==> src/rtl/mips_fetch_pkg.sv <==
// Shared definitions for the MIPS instruction fetch unit: FSM state encoding
// and default increment / interrupt vector constants.
package mips_fetch_pkg;

   typedef enum logic [1:0] {
      IDLE  = 2'd0,
      FETCH = 2'd1,
      HOLD  = 2'd2
   } fetch_state_t;

   localparam int unsigned DEF_INSTR_BYTES = 4;
   localparam logic [31:0] DEF_IRQ_VECTOR  = 32'h0000_0080;

endpackage

==> src/rtl/next_pc_mux.sv <==
// Combinational next-PC select: redirect > interrupt > accepted fetch > hold.
// Holding (next_address = pc) is the stall, since the PC register loads every edge.
module next_pc_mux
   import mips_fetch_pkg::*;
#(
   parameter int                    ADDR_WIDTH  = 32,
   parameter int                    INSTR_BYTES = DEF_INSTR_BYTES,
   parameter logic [ADDR_WIDTH-1:0] IRQ_VECTOR  = ADDR_WIDTH'(DEF_IRQ_VECTOR)
) (
   input  logic [ADDR_WIDTH-1:0] pc,
   input  logic                  take_redirect,
   input  logic                  take_irq,
   input  logic                  take_ack,
   input  logic [ADDR_WIDTH-1:0] redirect_target,
   output logic [ADDR_WIDTH-1:0] next_address
);

   logic [ADDR_WIDTH-1:0] seq_pc;

   // Sequential increment wraps modulo 2^ADDR_WIDTH with no overflow flag.
   assign seq_pc = pc + ADDR_WIDTH'(INSTR_BYTES);

   always_comb begin
      next_address = pc;
      if (take_redirect)
         next_address = redirect_target;
      else if (take_irq)
         next_address = IRQ_VECTOR;
      else if (take_ack)
         next_address = seq_pc;
   end

endmodule

==> src/rtl/instruction_fetch.sv <==
// Instruction fetch unit wrapped around the external PC register: fetches at pc
// over req/ack, presents the word to decode over valid/ready, handles redirects and interrupts.
module instruction_fetch
   import mips_fetch_pkg::*;
#(
   parameter int                    ADDR_WIDTH  = 32,
   parameter int                    INSTR_BYTES = DEF_INSTR_BYTES,
   parameter logic [ADDR_WIDTH-1:0] IRQ_VECTOR  = ADDR_WIDTH'(DEF_IRQ_VECTOR)
) (
   input  logic                  clock,
   input  logic                  reset,
   input  logic [ADDR_WIDTH-1:0] pc,
   output logic [ADDR_WIDTH-1:0] next_address,
   output logic                  imem_req,
   output logic [ADDR_WIDTH-1:0] imem_addr,
   input  logic                  imem_ack,
   input  logic [31:0]           imem_rdata,
   output logic                  instr_valid,
   input  logic                  instr_ready,
   output logic [31:0]           instr,
   output logic [ADDR_WIDTH-1:0] instr_pc,
   input  logic                  redirect,
   input  logic [ADDR_WIDTH-1:0] redirect_target,
   input  logic                  interrupt,
   output logic [ADDR_WIDTH-1:0] epc
);

   fetch_state_t state;
   logic         irq_pending;
   logic         in_fetch;
   logic         take_redirect;
   logic         take_irq;
   logic         take_ack;

   assign in_fetch      = (state == FETCH);
   assign take_redirect = redirect && (state != IDLE);
   assign take_irq      = in_fetch && irq_pending && !redirect;
   assign take_ack      = in_fetch && imem_ack && !redirect && !irq_pending;

   // Request drops combinationally on redirect/interrupt so the memory sees it abandoned.
   assign imem_req  = in_fetch && !redirect && !irq_pending;
   assign imem_addr = pc;

   next_pc_mux #(
      .ADDR_WIDTH  (ADDR_WIDTH),
      .INSTR_BYTES (INSTR_BYTES),
      .IRQ_VECTOR  (IRQ_VECTOR)
   ) u_next_pc_mux (
      .pc              (pc),
      .take_redirect   (take_redirect),
      .take_irq        (take_irq),
      .take_ack        (take_ack),
      .redirect_target (redirect_target),
      .next_address    (next_address)
   );

   always_ff @(posedge clock or posedge reset) begin
      if (reset) begin
         state       <= IDLE;
         instr_valid <= 1'b0;
         instr       <= '0;
         instr_pc    <= '0;
         epc         <= '0;
         irq_pending <= 1'b0;
      end else begin
         // A level still high on the take cycle re-arms the pending flag.
         irq_pending <= (irq_pending && !take_irq) || interrupt;
         unique case (state)
            IDLE: state <= FETCH;
            FETCH: begin
               if (take_irq) begin
                  epc <= pc;
               end else if (take_ack) begin
                  instr       <= imem_rdata;
                  instr_pc    <= pc;
                  instr_valid <= 1'b1;
                  state       <= HOLD;
               end
            end
            HOLD: begin
               if (redirect || instr_ready) begin
                  instr_valid <= 1'b0;
                  state       <= FETCH;
               end
            end
            default: state <= IDLE;
         endcase
      end
   end

endmodule

==> config.mk <==
export PLATFORM = sky130hd
export DESIGN_NAME = instruction_fetch
export DESIGN_NICKNAME = d
export VERILOG_FILES = /design/src/rtl/mips_fetch_pkg.sv /design/src/rtl/next_pc_mux.sv /design/src/rtl/instruction_fetch.sv
export SDC_FILE = /design/constraint.sdc
export NUM_CORES = 1
export LEC_CHECK = 0
export CAP_MARGIN = 20
export CORE_MARGIN = 2
export CORE_UTILIZATION = 40
export CTS_CLUSTER_SIZE = 16
export DETAILED_ROUTE_END_ITERATION = 8
export PLACE_DENSITY = 0.91
export SLEW_MARGIN = 20
export SYNTH_ARGS = -nofsm -noshare
export SYNTH_HDL_FRONTEND = slang
export SYNTH_SLANG_ARGS = --single-unit
==> constraint.sdc <==
create_clock -name clock -period 5.7 [get_ports clock]
set_clock_uncertainty 0.15 [all_clocks]
set_input_delay 1.71 -clock clock [delete_from_list [all_inputs] [get_ports clock]]
set_output_delay 1.71 -clock clock [all_outputs]
set_load 0.02 [all_outputs]
======== After elaboration in Yosys (flattened, before gate mapping) ========
Index checks and enable logic that the tools add are counted.
operators by class
  eq/ne operators ......................... 5
  mux-type cells .......................... 11
  add/subtract/negate cells ............... 1
  bitwise gates (word level) .............. 1
  reduce and logical (&&, ||, !) cells .... 21
operators by type and width
  cell                                           count
  two-way mux 32 bit                             3
  adder 32 x 3 -> 32 bit, second input constant  1
  logical AND 1 bit                              9
  two-way mux 2 bit                              3
  one-hot mux 2 bit (3 select lines)             1
  AND reduction 3 bit                            2
  != test 2 bit, second input constant           2
  AND reduction 4 bit                            1
  nonzero test 2 bit                             2
  zero test 1 bit                                3
  two-way mux 1 bit                              3
  == test 2 x 1 -> 1 bit, second input constant  1
  == test 2 bit, second input constant           1
  zero test 2 bit                                1
  logical OR 1 bit                               2
  != test 2 x 1 -> 1 bit, second input constant  1
  one-hot mux 1 bit (2 select lines)             1
  AND reduction 2 bit                            1
  NOT 1 bit                                      1
word-level totals
  bits of input ports ..................... 102
  register bits ........................... 100
  output and inout port bits .............. 162

======== Logic depth before layout (Yosys ltp) ========
  depth after elaboration ................. 7
  depth in mapped cells ................... 7

======== By module ========
Synthesis repeated with hierarchy kept, for this count alone.
unflattened totals
  cells, all modules ...................... 447
  area, all modules ....................... 5,293.8 um^2
modules (own cells, without submodules)
  module             cells an instance  area each (um^2)  sequential area each (um^2)  times used
  instruction_fetch  254                4,124.0           2,502.4                      1
  next_pc_mux        193                1,169.9           0.0                          1

======== Least setup slack after synthesis ========
No wires, ideal clock.
  path type ............................... input port to output port
  start ................................... in pc[6]
  end ..................................... out next_address[31]
  path slack .............................. 264 ps
  stages .................................. 7
  data arrival time ....................... 3,576 ps
  buffers on the path ..................... 2
  cells stage by stage .................... clkbuf_1 > nand4_1 > clkbuf_1 > nor4_1 > nand4_1 > xor2_1 > o21ai_0
between the ends
  cells in the longest elaborated chain, start to end .. 4
ends and longest elaborated chain
  item                    line                     text
  from (decl)             instruction_fetch.sv:12  input logic [ADDR_WIDTH-1:0] pc,
  adder 32 x 3 -> 32 bit  next_pc_mux.sv:21        assign seq_pc = pc + ADDR_WIDTH'(INSTR_BYTES);
  two-way mux 32 bit      next_pc_mux.sv:29        else if (take_ack)
  two-way mux 32 bit      next_pc_mux.sv:27        else if (take_irq)
  two-way mux 32 bit      next_pc_mux.sv:25        if (take_redirect)
  to (decl)               instruction_fetch.sv:13  output logic [ADDR_WIDTH-1:0] next_address,
Every way passes these cells.

======== Final worst setup path ========
  start ................................... in pc[7]
  end ..................................... out next_address[31]
The elaborated chain is that of the path after synthesis.

==> report_table.html <==
<table>
<tr><th>Metric</th><th>Value</th></tr>
<tr><th colspan="2">Run status</th></tr>
<tr><td>Status</td><td>complete, no violations</td></tr>
<tr><th colspan="2">Place</th></tr>
<tr><td>Final HPWL DP</td><td>roughly 13 mm</td></tr>
<tr><td>Port buffer count</td><td>263</td></tr>
<tr><td>Gpl congestion</td><td>0.8670</td></tr>
<tr><th colspan="2">Clocking</th></tr>
<tr><td>Largest buffer count on any clock path</td><td>2</td></tr>
<tr><td>Maximum level of the CTS H-tree</td><td>3</td></tr>
<tr><td>Cts bufs inserted</td><td>9</td></tr>
<tr><td>Clock tree from TritonCTS</td><td>yes</td></tr>
<tr><td>Number of clock sinks</td><td>100</td></tr>
<tr><td>Clock transition at the register clock pins on the worst setup and hold paths after CTS</td><td>about 0.060 ns</td></tr>
<tr><td>Total of hold buffers inserted after clock tree synthesis</td><td>0</td></tr>
<tr><td>Clock tree root driver cell</td><td>sky130_fd_sc_hd__clkbuf_16</td></tr>
<tr><td>Clk_lat worst skew</td><td>0.34 ns</td></tr>
<tr><th colspan="2">Routing</th></tr>
<tr><td>First drt pass iteration count</td><td>4</td></tr>
<tr><td>Overall routed net length</td><td>about 17 mm</td></tr>
<tr><td>Via count</td><td>5031</td></tr>
<tr><td>Remaining DRCs</td><td>0</td></tr>
<tr><td>Number of DRC markers after the initial detailed-route iteration</td><td>around 240</td></tr>
<tr><td>Vias per std cell</td><td>between 4 and 5</td></tr>
<tr><td>Drt wl/cell</td><td>17.11 um</td></tr>
<tr><td>Antenna Nets Post-Route</td><td>0</td></tr>
<tr><th colspan="2">Die</th></tr>
<tr><td>Initial Utilization</td><td>between 40% and 50%</td></tr>
<tr><td>Area of the die</td><td>13470 um2</td></tr>
<tr><td>Die width</td><td>116.1 um</td></tr>
<tr><td>Floorplan Core Area</td><td>12110 um2</td></tr>
<tr><td>Chip Height</td><td>roughly 120 um</td></tr>
<tr><td>I/O Pins</td><td>264</td></tr>
<tr><td>Rows</td><td>40</td></tr>
<tr><th colspan="2">Worst setup path</th></tr>
<tr><td>Worst setup SP type</td><td>input port</td></tr>
<tr><td>Logic depth of the worst setup path including buffers</td><td>10</td></tr>
<tr><td>Highest net fanout along the worst path</td><td>6</td></tr>
<tr><td>Most Frequent Cell on Critical Path</td><td>sky130_fd_sc_hd__buf_4</td></tr>
<tr><td>Critical path's slowest cell</td><td>sky130_fd_sc_hd__clkdlybuf4s50_1</td></tr>
<tr><td>Kind of cell adding the most delay to the critical path</td><td>buffers and inverters</td></tr>
<tr><td>Element type at the critical path end</td><td>primary output</td></tr>
<tr><td>Worst path cell trace</td><td>clkdlybuf4s50_1 &gt; nand4_1 &gt; buf_4 &gt; buf_4 &gt; nor4_2 &gt; buf_4 &gt; nand4_1 &gt; xor2_1 &gt; o21ai_0 &gt; buf_2</td></tr>
<tr><td>Worst Path Class, Setup</td><td>input port to primary output</td></tr>
<tr><td>Critical path's largest stage delay</td><td>0.51 ns</td></tr>
<tr><td>Worst Reg-to-Reg Cells</td><td>6</td></tr>
<tr><td>Crit path required time</td><td>3.84 ns</td></tr>
<tr><td>WP data arrival</td><td>3.77 ns</td></tr>
<tr><td>Sum of buffers and inverters on the critical path</td><td>5</td></tr>
<tr><th colspan="2">Job</th></tr>
<tr><td>Number of max-cap violations</td><td>0</td></tr>
<tr><th colspan="2">Layout</th></tr>
<tr><td>Commonest cells after routing, fill and taps aside</td><td>sky130_fd_sc_hd__nand2_1, sky130_fd_sc_hd__clkdlybuf4s50_1, sky130_fd_sc_hd__dfrtp_1</td></tr>
<tr><td>Fillers</td><td>between 900 and 1000</td></tr>
<tr><td>N_diodes</td><td>0</td></tr>
<tr><td>Fraction of layout cells with a size suffix above 1</td><td>a little under a fifth</td></tr>
<tr><td>Count of nets after finishing</td><td>around 950</td></tr>
<tr><td>Area growth, synth to finish</td><td>68.09%</td></tr>
<tr><td>Most common cell after layout, fill and taps aside</td><td>sky130_fd_sc_hd__nand2_1</td></tr>
<tr><th colspan="2">Power</th></tr>
<tr><td>Switching Share</td><td>34.09%</td></tr>
<tr><td>Maximum vdd drop</td><td>0.0002503 V</td></tr>
<tr><td>Logic pwr share</td><td>between 40 and 50%</td></tr>
<tr><td>Portion of total power attributed to the clock network</td><td>23.5%</td></tr>
<tr><td>Pwr dens</td><td>333.3 nW/um2</td></tr>
<tr><td>Reported leakage power</td><td>0.003849 uW</td></tr>
<tr><td>Internal power</td><td>between 1500 and 2000 uW</td></tr>
<tr><td>Switching power of the nets</td><td>959.4 uW</td></tr>
<tr><td>Seq pwr share</td><td>35.4%</td></tr>
<tr><th colspan="2">Synthesis</th></tr>
<tr><td>Number of instances in the synthesized netlist</td><td>560</td></tr>
<tr><td>Seq/Total Area, Yosys</td><td>around 50%</td></tr>
<tr><td>Post-Syn Nets</td><td>663</td></tr>
<tr><td>Share of synthesized area spent on multiplexers</td><td>under 10%</td></tr>
<tr><td>Synthesis-stage register bit count</td><td>100</td></tr>
<tr><td>Post-synth design cell area</td><td>5022 um2</td></tr>
<tr><td>Count of distinct cell types in the synthesized netlist</td><td>39</td></tr>
<tr><td>Adder-cell share of the synthesized area</td><td>less than 1%</td></tr>
<tr><td>Top-area cell type share of the netlist area</td><td>49.83%</td></tr>
<tr><td>Main combinational cell family by area after synthesis</td><td>simple AND/OR/NAND/NOR gates</td></tr>
<tr><td>Ranking of synthesized cells by area</td><td>sky130_fd_sc_hd__dfrtp_1, sky130_fd_sc_hd__nand2_1, sky130_fd_sc_hd__mux2_2, sky130_fd_sc_hd__buf_4, sky130_fd_sc_hd__xnor2_1</td></tr>
<tr><td>Per-instance average area after synthesis</td><td>8.968 um2</td></tr>
<tr><td>Compound-gate portion of the synthesized area</td><td>4.684%</td></tr>
<tr><td>Area share of xor/xnor cells in the synthesized design</td><td>5.057%</td></tr>
<tr><td>Ys Warns</td><td>0</td></tr>
<tr><td>Simple-gate portion of the synthesized area</td><td>about a quarter</td></tr>
<tr><td>Library cell occupying the most area in the post-synthesis netlist</td><td>sky130_fd_sc_hd__dfrtp_1</td></tr>
<tr><th colspan="2">Global route</th></tr>
<tr><td>Vias in the first global route</td><td>about 5200</td></tr>
<tr><td>Wire length of the first global-routing pass</td><td>~27 mm</td></tr>
<tr><td>Global-route usage over all layers</td><td>26.22%</td></tr>
<tr><td>Overall overflow remaining after global route</td><td>0</td></tr>
<tr><td>Number of antenna violations at the first check in global routing</td><td>0</td></tr>
<tr><td>Largest net degree at the start of global routing</td><td>76</td></tr>
<tr><th colspan="2">Timing</th></tr>
<tr><td>Relative slew slack</td><td>around 40%</td></tr>
<tr><td>Sum of negative setup slack</td><td>0 ns</td></tr>
<tr><td>Achievable clock frequency</td><td>177.8 MHz</td></tr>
<tr><td>Final count of hold timing violations</td><td>0</td></tr>
<tr><td>Actual transition at the worst max-transition pin</td><td>between 0.9 and 1 ns</td></tr>
<tr><td>Final setup vio count</td><td>0</td></tr>
<tr><td>Max-slew violation count</td><td>0</td></tr>
<tr><td>Final critical-path required period</td><td>5.626 ns</td></tr>
<tr><td>Period utilisation layout</td><td>98.70%</td></tr>
<tr><td>Final Hold Slack</td><td>0.3217 ns</td></tr>
<tr><th colspan="2">Min path</th></tr>
<tr><td>Hold Path Stages</td><td>2</td></tr>
<tr><td>Hold/Removal Path Class</td><td>flip-flop to flip-flop</td></tr>
</table>
## cells by family after synthesis
| family | after synthesis |
|---|---|
| fa+ha+maj | 1 |
| mux | 33 |
| xor+xnor | 29 |
| compound gates | 42 |
| simple gates | 291 |
| flops | 100 |
| buf+inv | 64 |
## registers in the layout (all words and copies together) (netlist names)
signal,count
instr_valid,1
instr_pc,32
state,2
epc,32
instr,32
irq_pending,1
## path summary, 6_finish.rpt
kind,startpoint,slack [ns],endpoint
worst max-delay path,pc[7],0.07,next_address[31]
worst min-delay path,instr_pc[25]$_DFFE_PP0P_,0.32,instr_pc[25]$_DFFE_PP0P_
worst max register to register,state[1]$_DFFE_PP0P_,3.44,epc[24]$_DFFE_PP0P_
worst min register to register,instr_pc[25]$_DFFE_PP0P_,0.32,instr_pc[25]$_DFFE_PP0P_
max in group asynchronous,reset,2.71,instr_pc[26]$_DFFE_PP0P_
min in group asynchronous,reset,1.77,instr[23]$_DFFE_PP0P_
## stage by stage
stage / worst slack, ns / instance area, um2 / cells / utilization [%] / power [uW]
2_1_floorplan: 0.2644 / 5022 / 560 / - / 1531
3_3_place_gp: -0.4876 / 8045 / 998 / 66.43 / 2148
3_5_place_dp: -0.4923 / 8045 / 998 / 66.43 / 2179
4_1_cts: -0.04840 / 8407 / 1017 / 69.41 / 2832
5_1_grt: -0.03309 / 8442 / 1019 / 69.70 / 2949
6_report: 0.07422 / 8442 / 1019 / 69.70 / 2814
## worst reg2reg max path, stage by stage, from the launching register on
cell	delay [ns]
sky130_fd_sc_hd__dfrtp_1	0.44
sky130_fd_sc_hd__nor3b_1	0.20
sky130_fd_sc_hd__buf_4	0.15
sky130_fd_sc_hd__and2_2	0.14
sky130_fd_sc_hd__buf_4	0.27
sky130_fd_sc_hd__buf_4	0.38
sky130_fd_sc_hd__mux2_2	0.41
## area by class of cell
cell class	count	area, um2	area share (%)
clock buffer	12	246.5	2.920
tap	168	210.2	2.490
inverter	4	17.52	0.2075
timing repair buffer	334	3137	37.16
clock inverter	4	72.57	0.8596
multi-input combinational	397	2256	26.72
sequential	100	2502	29.64
## power groups by stage
stage	registers, uW	logic [uW]	clock network [uW]
floorplan	1230	300	0
global placement	995	1150	0
detailed placement	1010	1170	0
CTS	997	1170	670
global route	1020	1230	700
finish	996	1160	661
## synthesized netlist by cell type, drive strengths merged
cell / instances
nor2b: 2
nor4: 9
mux2: 32
mux2i: 1
buf: 38
o22a: 2
xnor2: 19
ha: 1
clkbuf: 22
a21oi: 2
and2: 3
nor2: 8
nand4: 10
inv: 4
nor3b: 1
o21ai: 33
o21a: 1
nand3b: 1
a21o: 1
and4: 2
or4: 2
nand3: 9
dfrtp: 100
o31ai: 3
or3b: 1
xor2: 10
nand2: 230
nand2b: 2
and3: 4
nor3: 7
## layer usage
metal / wire [um] / track usage [%] / part of all wire (%)
met2: 8761 / 44.60 / 50
met3: 1278 / 7.322 / 7.3
met4: 569 / 11.59 / 3.3
met5: 0 / 0 / 0
met1: 6822 / 31.10 / 39
## what timing repair did
action	4_1_cts	5_1_grt
gates resized for setup	97	30
gates cloned	1	0
pin swaps	3	9
setup endpoints to repair	30	26
buffers inserted	2	2
Note: power is estimated with default switching activity, not from simulation.
